<file path="src/rtl/issue_ctrl_pkg.sv">
// Shared decoder class codes, issue FSM encoding and target-select helper.
// Latency: n/a (constants and a pure function).
// Backpressure: n/a.
package issue_ctrl_pkg;

    localparam logic [1:0] TP_BR  = 2'd0;
    localparam logic [1:0] TP_ST  = 2'd1;
    localparam logic [1:0] TP_LD  = 2'd2;
    localparam logic [1:0] TP_ALU = 2'd3;

    typedef enum logic [1:0] {
        ST_RUN   = 2'd0,
        ST_HOLD  = 2'd1,
        ST_FLUSH = 2'd2
    } issue_state_t;

    // Memory ops go to the load/store buffer, everything else to the RS.
    function automatic logic tp_is_mem(input logic [1:0] tp);
        case (tp)
            TP_ST, TP_LD:  return 1'b1;
            TP_BR, TP_ALU: return 1'b0;
            default:       return 1'b0;
        endcase
    endfunction

endpackage

</file>
<file path="src/rtl/issue_ctrl_if.sv">
// Fetch/decode/resource bundle around the issue controller.
// Latency: n/a (wiring only).
// Backpressure: fetch holds its offer while if_rdy_o is low.
interface issue_ctrl_if #(
    parameter int DAT_W = 32,
    parameter int CNT_W = 16
);
    logic             en;
    logic             flush_i;
    logic             if_en_i;
    logic             if_ic_i;
    logic [DAT_W-1:0] if_ins_i;
    logic [DAT_W-1:0] if_pc_i;
    logic             if_pbr_i;
    logic             if_rdy_o;
    logic             dec_en_o;
    logic             dec_ic_o;
    logic [DAT_W-1:0] dec_ins_o;
    logic [DAT_W-1:0] dec_pc_o;
    logic             dec_pbr_o;
    logic [1:0]       dec_tp_i;
    logic             rob_full_i;
    logic             rs_full_i;
    logic             lsb_full_i;
    logic             rs_sel_o;
    logic             lsb_sel_o;
    logic [CNT_W-1:0] stall_cnt_o;

    modport master (
        output en, flush_i, if_en_i, if_ic_i, if_ins_i, if_pc_i, if_pbr_i,
               dec_tp_i, rob_full_i, rs_full_i, lsb_full_i,
        input  if_rdy_o, dec_en_o, dec_ic_o, dec_ins_o, dec_pc_o, dec_pbr_o,
               rs_sel_o, lsb_sel_o, stall_cnt_o
    );

    modport slave (
        input  en, flush_i, if_en_i, if_ic_i, if_ins_i, if_pc_i, if_pbr_i,
               dec_tp_i, rob_full_i, rs_full_i, lsb_full_i,
        output if_rdy_o, dec_en_o, dec_ic_o, dec_ins_o, dec_pc_o, dec_pbr_o,
               rs_sel_o, lsb_sel_o, stall_cnt_o
    );
endinterface

</file>
<file path="src/rtl/issue_fifo.sv">
// Circular buffer with push/pop/clear; head is combinational, zero when empty.
// Latency: push visible at head one edge later.
// Backpressure: caller must not push when full unless popping on the same edge.
module issue_fifo #(
    parameter int  W     = 66,
    parameter int  DEPTH = 4,
    localparam int PTR_W = $clog2(DEPTH),
    localparam int CW    = $clog2(DEPTH + 1)
) (
    input  logic          clk,
    input  logic          rst,
    input  logic          push,
    input  logic          pop,
    input  logic          clr,
    input  logic [W-1:0]  push_dat,
    output logic [W-1:0]  head_dat,
    output logic [CW-1:0] count
);
    logic [W-1:0]     mem [DEPTH];
    logic [PTR_W-1:0] rd_ptr;
    logic [PTR_W-1:0] wr_ptr;

    always_ff @(posedge clk or negedge rst) begin
        if (!rst) begin
            rd_ptr <= '0;
            wr_ptr <= '0;
            count  <= '0;
        end else if (clr) begin
            rd_ptr <= '0;
            wr_ptr <= '0;
            count  <= '0;
        end else begin
            if (push) wr_ptr <= wr_ptr + PTR_W'(1);
            if (pop)  rd_ptr <= rd_ptr + PTR_W'(1);
            case ({push, pop})
                2'b10:   count <= count + CW'(1);
                2'b01:   count <= count - CW'(1);
                default: count <= count;
            endcase
        end
    end

    // Storage needs no reset: the head is masked whenever count is zero.
    always_ff @(posedge clk) begin
        if (push && !clr) mem[wr_ptr] <= push_dat;
    end

    assign head_dat = (count == '0) ? '0 : mem[rd_ptr];

endmodule

</file>
<file path="src/rtl/issue_ctrl.sv">
// Buffers fetched instructions and issues the head to decode when ROB and target RS/LSB have room.
// Latency: 1 cycle fetch-to-issue, one issue per cycle max.
// Backpressure: if_rdy_o from registered occupancy/state only; rob/rs/lsb full stalls the head.
module issue_ctrl
    import issue_ctrl_pkg::*;
#(
    parameter int DAT_W     = 32,
    parameter int BUF_DEPTH = 4,
    parameter int CNT_W     = 16
) (
    input  logic       clk,
    input  logic       rst,
    issue_ctrl_if.slave bus
);
    localparam int FCNT_W = $clog2(BUF_DEPTH + 1);

    typedef struct packed {
        logic             ic;
        logic [DAT_W-1:0] ins;
        logic [DAT_W-1:0] pc;
        logic             pbr;
    } ent_t;

    ent_t              push_ent;
    ent_t              head_ent;
    logic [FCNT_W-1:0] fifo_cnt;
    logic              empty;
    logic              full;
    issue_state_t      state;
    logic              tgt_lsb;
    logic              tgt_free;
    logic              if_rdy;
    logic              issue;
    logic              push;
    logic              stall;
    logic [CNT_W-1:0]  stall_cnt;

    assign empty    = (fifo_cnt == '0);
    assign full     = (fifo_cnt == FCNT_W'(BUF_DEPTH));
    assign tgt_lsb  = tp_is_mem(bus.dec_tp_i);
    assign tgt_free = tgt_lsb ? !bus.lsb_full_i : !bus.rs_full_i;

    // rst gating keeps fetch quiet while the block is held in reset.
    assign if_rdy = rst && !full && (state != ST_FLUSH);
    assign issue  = !empty && bus.en && !bus.flush_i && (state != ST_FLUSH)
                    && !bus.rob_full_i && tgt_free;
    assign push   = bus.if_en_i && if_rdy && bus.en && !bus.flush_i;
    assign stall  = !empty && bus.en && !bus.flush_i && !issue;

    assign push_ent = '{ic: bus.if_ic_i, ins: bus.if_ins_i, pc: bus.if_pc_i, pbr: bus.if_pbr_i};

    issue_fifo #(
        .W     ($bits(ent_t)),
        .DEPTH (BUF_DEPTH)
    ) u_fifo (
        .clk      (clk),
        .rst      (rst),
        .push     (push),
        .pop      (issue),
        .clr      (bus.flush_i),
        .push_dat (push_ent),
        .head_dat (head_ent),
        .count    (fifo_cnt)
    );

    // Flush wins over en; otherwise en low freezes the state.
    always_ff @(posedge clk or negedge rst) begin
        if (!rst) begin
            state <= ST_RUN;
        end else if (bus.flush_i) begin
            state <= ST_FLUSH;
        end else if (bus.en) begin
            case (state)
                ST_RUN:   if (stall) state <= ST_HOLD;
                ST_HOLD:  if (issue || empty) state <= ST_RUN;
                ST_FLUSH: state <= ST_RUN;
                default:  state <= ST_RUN;
            endcase
        end
    end

    always_ff @(posedge clk or negedge rst) begin
        if (!rst) begin
            stall_cnt <= '0;
        end else if (stall && (stall_cnt != '1)) begin
            stall_cnt <= stall_cnt + CNT_W'(1);
        end
    end

    assign bus.if_rdy_o    = if_rdy;
    assign bus.dec_en_o    = issue;
    assign bus.rs_sel_o    = issue && !tgt_lsb;
    assign bus.lsb_sel_o   = issue && tgt_lsb;
    assign bus.dec_ic_o    = head_ent.ic;
    assign bus.dec_ins_o   = head_ent.ins;
    assign bus.dec_pc_o    = head_ent.pc;
    assign bus.dec_pbr_o   = head_ent.pbr;
    assign bus.stall_cnt_o = stall_cnt;

endmodule

</file>
<file path="src/flat_wrapper.sv">
// flat-port wrapper written by rule: the top's interface ports become plain ports
module issue_ctrl_flat import issue_ctrl_pkg::*;
#(
    parameter int DAT_W     = 32,
    parameter int BUF_DEPTH = 4,
    parameter int CNT_W     = 16
)
  (clk, rst, bus_en, bus_flush_i, bus_if_en_i, bus_if_ic_i, bus_if_ins_i, bus_if_pc_i, bus_if_pbr_i, bus_dec_tp_i, bus_rob_full_i, bus_rs_full_i, bus_lsb_full_i, bus_if_rdy_o, bus_dec_en_o, bus_dec_ic_o, bus_dec_ins_o, bus_dec_pc_o, bus_dec_pbr_o, bus_rs_sel_o, bus_lsb_sel_o, bus_stall_cnt_o);
  issue_ctrl_if #(.DAT_W(DAT_W), .CNT_W(CNT_W)) bus_i ();
  input  logic clk;
  input  logic rst;
  input wire logic [$bits(bus_i.en)-1:0] bus_en;
  input wire logic [$bits(bus_i.flush_i)-1:0] bus_flush_i;
  input wire logic [$bits(bus_i.if_en_i)-1:0] bus_if_en_i;
  input wire logic [$bits(bus_i.if_ic_i)-1:0] bus_if_ic_i;
  input wire logic [$bits(bus_i.if_ins_i)-1:0] bus_if_ins_i;
  input wire logic [$bits(bus_i.if_pc_i)-1:0] bus_if_pc_i;
  input wire logic [$bits(bus_i.if_pbr_i)-1:0] bus_if_pbr_i;
  input wire logic [$bits(bus_i.dec_tp_i)-1:0] bus_dec_tp_i;
  input wire logic [$bits(bus_i.rob_full_i)-1:0] bus_rob_full_i;
  input wire logic [$bits(bus_i.rs_full_i)-1:0] bus_rs_full_i;
  input wire logic [$bits(bus_i.lsb_full_i)-1:0] bus_lsb_full_i;
  output wire logic [$bits(bus_i.if_rdy_o)-1:0] bus_if_rdy_o;
  output wire logic [$bits(bus_i.dec_en_o)-1:0] bus_dec_en_o;
  output wire logic [$bits(bus_i.dec_ic_o)-1:0] bus_dec_ic_o;
  output wire logic [$bits(bus_i.dec_ins_o)-1:0] bus_dec_ins_o;
  output wire logic [$bits(bus_i.dec_pc_o)-1:0] bus_dec_pc_o;
  output wire logic [$bits(bus_i.dec_pbr_o)-1:0] bus_dec_pbr_o;
  output wire logic [$bits(bus_i.rs_sel_o)-1:0] bus_rs_sel_o;
  output wire logic [$bits(bus_i.lsb_sel_o)-1:0] bus_lsb_sel_o;
  output wire logic [$bits(bus_i.stall_cnt_o)-1:0] bus_stall_cnt_o;
  assign bus_i.en = bus_en;
  assign bus_i.flush_i = bus_flush_i;
  assign bus_i.if_en_i = bus_if_en_i;
  assign bus_i.if_ic_i = bus_if_ic_i;
  assign bus_i.if_ins_i = bus_if_ins_i;
  assign bus_i.if_pc_i = bus_if_pc_i;
  assign bus_i.if_pbr_i = bus_if_pbr_i;
  assign bus_i.dec_tp_i = bus_dec_tp_i;
  assign bus_i.rob_full_i = bus_rob_full_i;
  assign bus_i.rs_full_i = bus_rs_full_i;
  assign bus_i.lsb_full_i = bus_lsb_full_i;
  assign bus_if_rdy_o = bus_i.if_rdy_o;
  assign bus_dec_en_o = bus_i.dec_en_o;
  assign bus_dec_ic_o = bus_i.dec_ic_o;
  assign bus_dec_ins_o = bus_i.dec_ins_o;
  assign bus_dec_pc_o = bus_i.dec_pc_o;
  assign bus_dec_pbr_o = bus_i.dec_pbr_o;
  assign bus_rs_sel_o = bus_i.rs_sel_o;
  assign bus_lsb_sel_o = bus_i.lsb_sel_o;
  assign bus_stall_cnt_o = bus_i.stall_cnt_o;
  issue_ctrl #(.DAT_W(DAT_W), .BUF_DEPTH(BUF_DEPTH), .CNT_W(CNT_W)) u_core (.clk(clk), .rst(rst), .bus(bus_i));
endmodule
</file>
<file path="config.mk">
export PLATFORM = sky130hd
export DESIGN_NAME = issue_ctrl_flat
export DESIGN_NICKNAME = d
export VERILOG_FILES = /design/src/rtl/issue_ctrl_pkg.sv /design/src/rtl/issue_ctrl_if.sv /design/src/rtl/issue_fifo.sv /design/src/rtl/issue_ctrl.sv /design/src/flat_wrapper.sv
export SDC_FILE = /design/constraint.sdc
export NUM_CORES = 1
export LEC_CHECK = 0
export CORE_UTILIZATION = 40
export DETAILED_ROUTE_END_ITERATION = 10
export GPL_ROUTABILITY_DRIVEN = 1
export PLACE_DENSITY_LB_ADDON = 0.3
export SYNTH_ARGS = -nofsm -noshare
export SYNTH_HDL_FRONTEND = slang
export SYNTH_SLANG_ARGS = --single-unit
</file>
<file path="constraint.sdc">
create_clock -name clk -period 4.3 [get_ports clk]
set_input_delay 0.43 -clock clk [delete_from_list [all_inputs] [get_ports clk]]
set_output_delay 0.43 -clock clk [all_outputs]
set_load 0.02 [all_outputs]
</file>
==> flow_summary.json <==
{
  "status": "complete, no violations",
  "grt_max_degree": 68,
  "setup_viol_count_final": 0,
  "gp_congestion": 0.829,
  "fin_setup_tns_ns": 0,
  "crit_type": "register to output port",
  "worstSetupStartpoint": "u_core.u_fifo.rd_ptr[0]",
  "ys_warn_count": 0,
  "cp-start-kind": "register",
  "reg2reg_from": "u_core.u_fifo.count[1]",
  "synth-seq-area-share": 0.751,
  "synth-seq-cells": 289,
  "finalCritPeriodShare": 0.799,
  "root_buffer": "clkbuf_16",
  "period_needed_ns": 3.43,
  "ys_types": 41,
  "dr.pass1.iters": 4,
  "row_count": 61,
  "initial_utilization": 0.409,
  "crit_fanout": 25,
  "yosysTopAreaCellShare": 0.696,
  "grt_pass1_vias": 6192,
  "syn_area_per_cell_um2": 20.4,
  "grt-ovfl-total": 0,
  "tightestPinTransition_ns": 1.03,
  "grt_pass1_wl_um": 34700,
  "dieHeight_um": 171,
  "route.vias.total": 5720,
  "fin_nets": 815,
  "worstPathRequired_ns": 3.87,
  "async_reset_ff_frac": 0.0865,
  "multi_input_area_mm2": 0.00271,
  "ys.flop_type": "edfxtp_1",
  "hold_ws_ns": 0.299,
  "cts_buffers": 30,
  "clk_latency_ns": 0.55,
  "crit_path_end_kind": "output port",
  "cts_tree": "built",
  "h-tree-depth": 1,
  "synth-edff-count": 264,
  "hold_viol_final": 0,
  "power.leakage_nw": 4.60,
  "fmax_mhz": 291,
  "syn_to_final_growth_pct": 27.0,
  "io_pins": 162,
  "syn_inst": 557,
  "yosys.area.top_type": "edfxtp_1",
  "relSlewSlack": 0.312,
  "ir_drop_uv": 225,
  "yosysMostFrequentCell": "edfxtp_1",
  "finalWirelength_um": 22300,
  "seqCellArea_mm2": 0.00856,
  "arrival_ns": 3.00,
  "clock_sinks": 289,
  "clk_pin_slew_worst_paths_ns": 0.06,
  "synth_common_cells": "edfxtp_1, nor2b_1, mux4_2",
  "report.final.slew_viol_count": 0,
  "syn_nets": 639,
  "route.detailed.drc": 0,
  "synth_area_mm2": 0.0114,
  "cts-resized-gates": 0,
  "synth.area.top_cells": "edfxtp_1, mux4_2, dfrtp_1",
  "fillers": 2197,
  "grt.total_usage": 0.157,
  "hpwl_um": 13200,
  "clock_skew_ns": 0.0191,
  "layout-drive-gt1-share": 0.189,
  "die_x_um": 171,
  "post_cts_buffers": 0,
  "postCtsHoldBufs": 0,
  "p_per_area_mw_per_mm2": 401,
  "drt_iter0_markers": 426,
  "viasPerCell": 5.04,
  "die-area_mm2": 0.0291,
  "wire_per_inst_um": 19.7,
  "clk_path_buf_depth": 3,
  "antenna_left": 0,
  "min_path_type": "input port to asynchronous set/reset pin",
  "rsz0062_at_grt": "no",
  "n_antenna_cell": 0,
  "core_region_area_mm2": 0.0279,
  "cap_violations": 0,
  "antenna_found_initial": 0,
  "io_buffers": 161
}
## critical path: stages (launching register included)
cell and delay [ns]:
dfrtp_4 0.77, buf_4 0.37, mux4_2 0.53, nor2b_1 0.18, clkdlybuf4s50_1 0.58
## final cells by class
class / instances / share of cell area
clock inverter: 20 / 0.0125
timing repair buffer: 170 / 0.120
sequential: 289 / 0.592
clock buffer: 36 / 0.0535
inverter: 5 / 0.00130
multi-input combinational: 237 / 0.188
tap: 378 / 0.0327
## cell families after synthesis
logic type | Yosys count | share of synthesized area
DFF | 289 | 0.751
and+or+nand+nor | 130 | 0.0709
muxes | 72 | 0.137
buffers and inverters | 31 | 0.0118
xor gates and xnor gates | 17 | 0.0131
AOI/OAI and AO/OA | 12 | 0.00890
adders and majority gates | 6 | 0.00725
## layer usage
| metal | up-vias | global-route usage | share of wire |
|---|---|---|---|
| met3 | 28 | 0.0310 | 0.054 |
| met5 | - | 0 | 0 |
| li1 | 2565 | - | - |
| met4 | 0 | 0.0403 | 0.015 |
| met2 | 160 | 0.268 | 0.51 |
| met1 | 2967 | 0.206 | 0.42 |
## worst paths after layout
kind                                             end  slack, ns  cells after the start
max                                bus_dec_ins_o[10]       0.87                      4
min                          u_core.u_fifo.wr_ptr[0]       0.30                      2
max reg2reg                   u_core.u_fifo.count[2]       1.44                     10
min reg2reg                u_core.bus.stall_cnt_o[5]       0.52                      1
max in group asynchronous    u_core.u_fifo.rd_ptr[0]       3.72                      2
min in group clk            u_core.u_fifo.mem[2][11]       0.52                      1
## sequential cells by signal (all words and copies together), names as in the netlist
register / flops
u_core.bus.stall_cnt_o: 16
u_core.u_fifo.count: 3
u_core.u_fifo.mem: 264
u_core.u_fifo.rd_ptr: 2
u_core.u_fifo.wr_ptr: 2
u_core.state: 2
## layout by cell type (no fill, tap or decap), types with 2 or more instances in the layout
master,Yosys,layout
buf_4,0,4
nor2b_1,70,70
xor2_1,3,3
mux2_2,2,2
dfrtp_1,25,23
and2_4,0,4
and3_1,7,7
ha_1,5,5
nand2_2,2,2
inv_1,5,5
buf_12,0,5
mux2i_1,2,2
nor3b_1,3,3
bufinv_16,0,3
nor2_1,10,10
or2_2,2,2
clkinv_2,0,9
nand2_1,4,4
a41oi_1,2,2
dfrtp_4,0,2
xnor2_1,14,14
edfxtp_1,264,264
clkdlybuf4s50_1,0,161
nand3_1,9,9
nand2b_1,3,3
clkbuf_1,13,6
nand4_1,4,4
mux4_2,66,66
and4_1,4,4
a31oi_1,3,3
a21oi_1,3,3
clkbuf_16,0,30
clkinv_1,0,6
## through the flow
stage / area [µm²] / instances / util / total power, mW / setup WS [ns]
2_1_floorplan: 11400 / 557 / - / 3.23 / 0.956
3_3_place_gp: 13500 / 1079 / 0.485 / 3.37 / 0.988
3_5_place_dp: 13500 / 1079 / 0.485 / 3.38 / 0.893
4_1_cts: 14500 / 1135 / 0.519 / 5.86 / 0.753
5_1_grt: 14500 / 1135 / 0.519 / 5.99 / 0.655
6_report: 14500 / 1135 / 0.519 / 5.80 / 0.865
## power breakdown
part           internal (mW)  leakage, nW  switching [mW]  total (mW)
clock                   1.46        0.471            1.02        2.48
combinational          0.121         1.42           0.108       0.230
sequential              3.08         2.71          0.0119        3.09
Note: power is estimated with default switching activity, not from simulation.
